[src/rtl/lea_pkg.sv]
// Shared types and constants for the LEA serial arithmetic blocks.
package lea_pkg;

  localparam int LEA_WORD_W = 32;

  typedef enum logic [1:0] {
    IDLE = 2'd0,
    RUN  = 2'd1,
    DONE = 2'd2
  } lea_state_t;

endpackage

[src/rtl/lea_fullsub_bit.sv]
// 1-bit full subtractor: d = a - b - bin, with borrow out.
module lea_fullsub_bit (
  input  logic a,
  input  logic b,
  input  logic bin,
  output logic d,
  output logic bout
);

  logic w_x;

  assign w_x  = a ^ b;
  assign d    = w_x ^ bin;
  assign bout = (~a & b) | (~w_x & bin);

endmodule

[src/rtl/lea_serial_sub_ctrl.sv]
// Bit-serial subtractor, LSB first, one bit per cycle,
// with request/result handshakes and abort.
module lea_serial_sub_ctrl
  import lea_pkg::*;
#(
  parameter int WIDTH = LEA_WORD_W
) (
  input  logic             clk,
  input  logic             rst,
  input  logic             clr_i,
  input  logic             start_i,
  output logic             ready_o,
  input  logic [WIDTH-1:0] a_i,
  input  logic [WIDTH-1:0] b_i,
  input  logic             bin_i,
  output logic             busy_o,
  output logic             out_valid_o,
  input  logic             out_ready_i,
  output logic [WIDTH-1:0] d_o,
  output logic             bout_o
);

  localparam int CW = $clog2(WIDTH);
  localparam logic [CW-1:0] LAST = CW'(WIDTH - 1);

  lea_state_t       r_state;
  logic [WIDTH-1:0] r_a;
  logic [WIDTH-1:0] r_b;
  logic [WIDTH-1:0] r_d;
  logic [CW-1:0]    r_cnt;
  logic             r_bor;
  logic             r_ready;
  logic             r_busy;
  logic             r_valid;
  logic             w_d;
  logic             w_bout;

  lea_fullsub_bit u_cell (
    .a    (r_a[0]),
    .b    (r_b[0]),
    .bin  (r_bor),
    .d    (w_d),
    .bout (w_bout)
  );

  always_ff @(posedge clk) begin
    if (rst) begin
      r_state <= IDLE;
      r_a     <= '0;
      r_b     <= '0;
      r_d     <= '0;
      r_cnt   <= '0;
      r_bor   <= 1'b0;
      r_ready <= 1'b1;
      r_busy  <= 1'b0;
      r_valid <= 1'b0;
    end else if (clr_i) begin
      r_state <= IDLE;
      r_ready <= 1'b1;
      r_busy  <= 1'b0;
      r_valid <= 1'b0;
    end else begin
      unique case (r_state)
        IDLE: begin
          if (start_i) begin
            r_a     <= a_i;
            r_b     <= b_i;
            r_bor   <= bin_i;
            r_cnt   <= '0;
            r_state <= RUN;
            r_ready <= 1'b0;
            r_busy  <= 1'b1;
          end
        end
        RUN: begin
          r_a   <= r_a >> 1;
          r_b   <= r_b >> 1;
          r_bor <= w_bout;
          r_d   <= {w_d, r_d[WIDTH-1:1]};
          r_cnt <= r_cnt + 1'b1;
          if (r_cnt == LAST) begin
            r_state <= DONE;
            r_busy  <= 1'b0;
            r_valid <= 1'b1;
          end
        end
        DONE: begin
          if (out_ready_i) begin
            r_state <= IDLE;
            r_valid <= 1'b0;
            r_ready <= 1'b1;
          end
        end
        default: begin
          r_state <= IDLE;
          r_ready <= 1'b1;
          r_busy  <= 1'b0;
          r_valid <= 1'b0;
        end
      endcase
    end
  end

  assign ready_o     = r_ready;
  assign busy_o      = r_busy;
  assign out_valid_o = r_valid;
  assign d_o         = r_d;
  assign bout_o      = r_bor;

endmodule

[config.mk]
export PLATFORM = sky130hd
export DESIGN_NAME = lea_serial_sub_ctrl
export DESIGN_NICKNAME = d
export VERILOG_FILES = /design/src/rtl/lea_pkg.sv /design/src/rtl/lea_fullsub_bit.sv /design/src/rtl/lea_serial_sub_ctrl.sv
export SDC_FILE = /design/constraint.sdc
export NUM_CORES = 1
export LEC_CHECK = 0
export BUFFER_PORTS_ARGS = -buffer_cell sky130_fd_sc_hd__buf_2
export CORE_MARGIN = 2
export CORE_UTILIZATION = 53
export DETAILED_ROUTE_END_ITERATION = 10
export PLACE_DENSITY = 0.8
export SYNTH_ARGS = -nofsm -noshare
export SYNTH_HDL_FRONTEND = slang
export SYNTH_SLANG_ARGS = --single-unit
[constraint.sdc]
create_clock -name clk -period 1.78 [get_ports clk]
set_clock_uncertainty 0.05 [all_clocks]
set_input_delay 0.356 -clock clk [delete_from_list [all_inputs] [get_ports clk]]
set_output_delay 0.356 -clock clk [all_outputs]
set_load 0.02 [all_outputs]
-- After elaboration in Yosys (flattened, before gate mapping)
Cells that the tools add are included.
- input bits: 70
- register bits: 107
- ROM bits: 0
- bits in latches: 0
- memory bits (writable): 0
- memories: 0
- word-level logic and storage cells: 57
- output and inout port bits: 36
- shift operators: 0
- order comparisons: 0
- reductions and logical operators: 9
- multiplexer cells: 21
- eq/ne operators: 6
- div/mod/pow operators: 0
- bitwise logic cells: 11
- multipliers: 0
- $add $sub $neg: 1
- operator list (kind ; count):
    32-bit one-hot mux with 2 select lines ; 2
    32-bit 2-to-1 mux ; 2
    3-bit AND reduction ; 5
    5-bit one-hot mux with 2 select lines ; 1
    1-bit one-hot mux with 3 select lines ; 3
    1-bit 2-to-1 mux ; 7
    2-bit 2-to-1 mux ; 3
    2-bit != test, second input constant ; 3
    1-bit NOT ; 6
    2-bit one-hot mux with 3 select lines ; 1
    5-bit by 1-bit adder with 5-bit output, second input constant ; 1
    5-bit == test, second input constant ; 1
    5-bit 2-to-1 mux ; 1
    1-bit bitwise AND ; 2
    2-bit by 1-bit == test with 1-bit output, second input constant ; 1
    2-bit == test, second input constant ; 1
    2-bit zero test ; 1
    1-bit one-hot mux with 2 select lines ; 1
    2-bit AND reduction ; 1
    2-bit nonzero test ; 1
    2-bit OR reduction ; 1
    1-bit bitwise XOR ; 2
    1-bit OR ; 1

-- Logic depth before layout (Yosys ltp)
- word-level depth: 5
- depth in mapped cells: 6

-- Modules after synthesis
From an unflattened synthesis, not the netlist that was laid out.
- cells, all modules: 501
- area total of the unflattened synthesis: 4544.4 um^2
- by module, submodules not included (module ; times used ; area an instance (um^2) ; cells each ; seq. area each (um^2)):
    lea_serial_sub_ctrl ; 1 ; 4513.1 ; 497 ; 2142.1
    lea_fullsub_bit ; 1 ; 31.3 ; 4 ; 0.0

-- Worst setup path after synthesis
Ideal clock, no wire load.
- kind: reg2reg
- from: register r_state[1]
- to: register r_d[10] (netlist: d_o[10])
- arrival: 1300 ps
- stages on the path, launching flop included: 7
- path slack: 298 ps
- clock period less this slack: 1482 ps
- data required time: 1598 ps
- cells stage by stage: dfxtp_1 -> buf_2 -> or3b_2 -> clkbuf_1 -> buf_2 -> nand2_1 -> a21oi_1
- word-level cells in the longest chain between the ends: 2
- RTL lines (item ; line ; RTL):
    start: declaration ; lea_serial_sub_ctrl.sv:26 ; lea_state_t r_state;
    start signal: assignment ; lea_serial_sub_ctrl.sv:48 ; r_state <= IDLE;
    start signal: assignment ; lea_serial_sub_ctrl.sv:58 ; r_state <= IDLE;
    start signal: assignment ; lea_serial_sub_ctrl.sv:70 ; r_state <= RUN;
    2-bit by 1-bit == test with 1-bit output ; lea_serial_sub_ctrl.sv:63 ; unique case (r_state)
    2-bit AND reduction (no line) ; - ;
    end signal: assignment ; lea_serial_sub_ctrl.sv:79 ; r_d <= {w_d, r_d[WIDTH-1:1]};
    end: declaration ; lea_serial_sub_ctrl.sv:29 ; logic [WIDTH-1:0] r_d;
Every way passes these cells.
A chain may end at the register's enable or synchronous reset.

-- Worst setup path after layout
- from: register r_state[1]
- to: register r_cnt[3]
- word-level cells in the longest chain between the ends: 3
- elaborated cells between the ends (all ways): 6
- RTL lines (item ; line ; RTL):
    2-bit by 1-bit == test with 1-bit output or 2-bit zero test (tied branches) ; lea_serial_sub_ctrl.sv:63 ;
    2-bit nonzero test (no line) or 2-bit != test (tied branches) ; - ;
    3-bit AND reduction (no line) ; - ;
    end signal: assignment ; lea_serial_sub_ctrl.sv:80 ; r_cnt <= r_cnt + 1'b1;
    end: declaration ; lea_serial_sub_ctrl.sv:30 ; logic [CW-1:0] r_cnt;
Several ways; a longest one is shown, not always the timed one.

==> qor.csv <==
stage,metric,value,unit
outcome,status,finished clean,
clock_tree,clock_latency,0.36,ns
finish,mostFrequentLayoutCells,"106 x dfxtp_1, 104 x buf_2, 103 x a21oi_1",
critical_path,cp.required,2.03,ns
synth,syn_area,0.00454,mm2
die,die_area,0.00933,mm2
clock_tree,cts_resized,0,
critical_path,path_cells,"or2_1, or4_1, a21oi_1",
grt,grt_pass1_vias,3533,
clock_tree,cts_sinks,107,
hold_path,min_path_type,in -> reg,
critical_path,slowest_delay,0.54,ns
critical_path,worstPathArrival,1.78,ns
die,io_pins,106,
detailed_routing,antenna_left,0,
place,place.gp.congestion,0.738,
detailed_routing,met1Wirelength,4670,um
place,place_ws,0.0937,ns
clock_tree,clock_path_buffers,2,
finish,syn_to_final_growth,17.0,%
synth,synth_top_family_by_area,compound AO/OA/AOI/OAI gates,
finish,nNetsFinal,649,
finish,multiInputGateArea,0.00217,mm2
sta,fmax,0.652,GHz
sta,min_period,1.53,ns
detailed_routing,first_pass_iters,5,
synth,syn-num-nets,571,
place,dpl_cell_area,0.00514,mm2
sta,final-max-slew-violation-count,0,
die,core,0.00826,mm2
power_and_ir_drop,peakVddDrop,513,uV
grt,antenna_found_initial,0,
finish,fin_cells,686,
sta,hold_viol,0,
critical_path,crit_family,simple AND/OR/NAND/NOR gates,
grt,track_usage,22.2,%
synth,synthMuxAreaShare,14.1,%
detailed_routing,wl_met3,599,um
critical_path,path_buf_inv,0,
synth,avgSynthCellArea,9.12,um2
clock_tree,cts_tree,done,
synth,synth_compound_area_share,23.4,%
synth,yosys_warnings,0,
power_and_ir_drop,power_density,846,mW/mm2
detailed_routing,routed-wl-met2,4770,um
grt,grt-ovfl-total,0,
sta,fin_setup_tns,0,ns
critical_path,path_max_fanout,10,
die,rows,33,
sta,rsz0062_at_grt,false,
detailed_routing,postRouteWirelength,10100,um
sta,setup_violations,0,
synth,synthXorXnorAreaFrac,0,%
clock_tree,ctsRootBufferMaster,clkbuf_8,
critical_path,critical_path_class,reg -> reg,
synth,syn_inst,498,
finish,antenna_cells,0,
synth,ys_seq_area_share,47.1,%
detailed_routing,wl_per_cell,14.7,um
grt,grt_max_degree,67,
clock_tree,cts_max_level,3,
sta,holdWs,0.207,ns
power_and_ir_drop,p_leak,2.00,nW
clock_tree,clk_pin_slew,0.10,ns
detailed_routing,routed_via_density,5.65,
die,die_h,96.6,um
synth,synth-simple-area-share,9.03,%
sta,finalCritPeriodShare,86.2,%
sta,tightest_slew,0.596,ns
grt,grt_pass1_wl,16300,um
clock_tree,ctsHoldBuffers,0,
synth,ys_types,33,
critical_path,critPathSlowestCell,or4_1,
detailed_routing,top_layer,met4,
detailed_routing,drtIter0Drc,219,
place,port_buffers,105,
sta,fin_ws,0.246,ns
place,hpwl,6540,um
clock_tree,numCtsBuffers,9,
detailed_routing,drc,0,
critical_path,cp-start-kind,flop,
sta,slew_headroom,60.3,%
die,fp.dieW,96.6,um
synth,synth_fa_ha_area_share,0.991,%
place,placed_cells,670,
finish,layout-drive-gt1-share,24.1,%
clock_tree,post_cts_buffers,0,
critical_path,cp-end-kind,flop,
detailed_routing,vias,3874,
finish,nFillCells,700,
finish,fin_area,0.00531,mm2
flow_run,cap_violations,0,
die,start_util,55.0,%
synth,ys_ff_latch,107,
finish,mostFrequentLayoutCell,dfxtp_1,
finish,seq_area,0.00215,mm2
==> area by class of cell <==
class	count	area share, %
timing repair buffer	116	12.7
sequential	107	40.4
multi-input combinational	337	40.8
clock buffer	9	2.33
tap	105	2.47
inverter	5	0.353
clock inverter	7	0.965
==> per-stage QoR <==
stage               power (mW)  utilization, %
global route              4.73            64.3
global placement          3.17            62.2
detailed placement        3.20            62.2
floorplan                 3.01               -
finish                    4.50            64.3
CTS                       4.54            64.3
==> path summary, 6_finish.rpt <==
path	start	endpoint	slack, ns	cells past startpoint
hold reg to reg	d_o[0]$_SDFFE_PP0P_	d_o[0]$_SDFFE_PP0P_	0.41	2
setup reg to reg	r_state[1]$_SDFFE_PP0P_	r_cnt[3]$_SDFFE_PP0P_	0.25	3
setup / recovery	r_state[1]$_SDFFE_PP0P_	r_cnt[3]$_SDFFE_PP0P_	0.25	3
hold / removal	b_i[31]	r_b[31]$_SDFFE_PP0P_	0.21	3
==> worst reg2reg max path: stages, from the launching register on <==
cell	delay (ns)
dfxtp_1	0.36
or2_1	0.37
or4_1	0.54
a21oi_1	0.15
==> logic make-up after synthesis <==
family / after synthesis
adders and majority gates: 3
muxes: 64
buffers and inverters: 54
and+or+nand+nor: 92
DFF: 107
AOI/OAI and AO/OA: 178
==> where the power goes <==
part	internal (mW)	total [mW]	leakage, nW	switching [mW]
sequential	2.51	2.57	0.876	0.0647
clock	0.517	1.35	0.0860	0.837
combinational	0.253	0.570	1.04	0.318
total	3.28	4.50	2.00	1.22
==> cells in the mapped netlist (all sizes together) <==
cell,n,area share [%]
a211oi,63,10
a21boi,2,0.33
a21oi,103,11
and3,1,0.14
buf,24,2.8
clkbuf,25,2.1
dfxtp,107,47
fa,1,0.44
ha,2,0.55
inv,5,0.41
mux2i,64,14
nand2,68,5.6
nand2b,1,0.14
nand3,1,0.11
nand4,2,0.28
nand4b,1,0.19
nor2,6,0.61
nor2b,1,0.14
nor3,1,0.11
nor3b,2,0.44
nor4,1,0.14
nor4b,1,0.19
o21a,1,0.17
o21ai,7,0.77
o31ai,2,0.33
or2,3,0.41
or3b,1,0.19
or4,2,0.33
==> per-layer routing <==
metal / vias to the layer above / GRT usage, %
li1: 1950 / -
met1: 1813 / 28.8
met2: 107 / 36.1
met3: 4 / 6.44
met4: 0 / 6.34
met5: - / 0
==> registers in the layout, summed over array words and instances (netlist names) <==
register and count:
out_valid_o 1, bout_o 1, r_b 32, r_state 2
r_a 32, busy_o 1, r_cnt 5, d_o 32
ready_o 1
No activity file was read; power rests on OpenSTA's default activity.
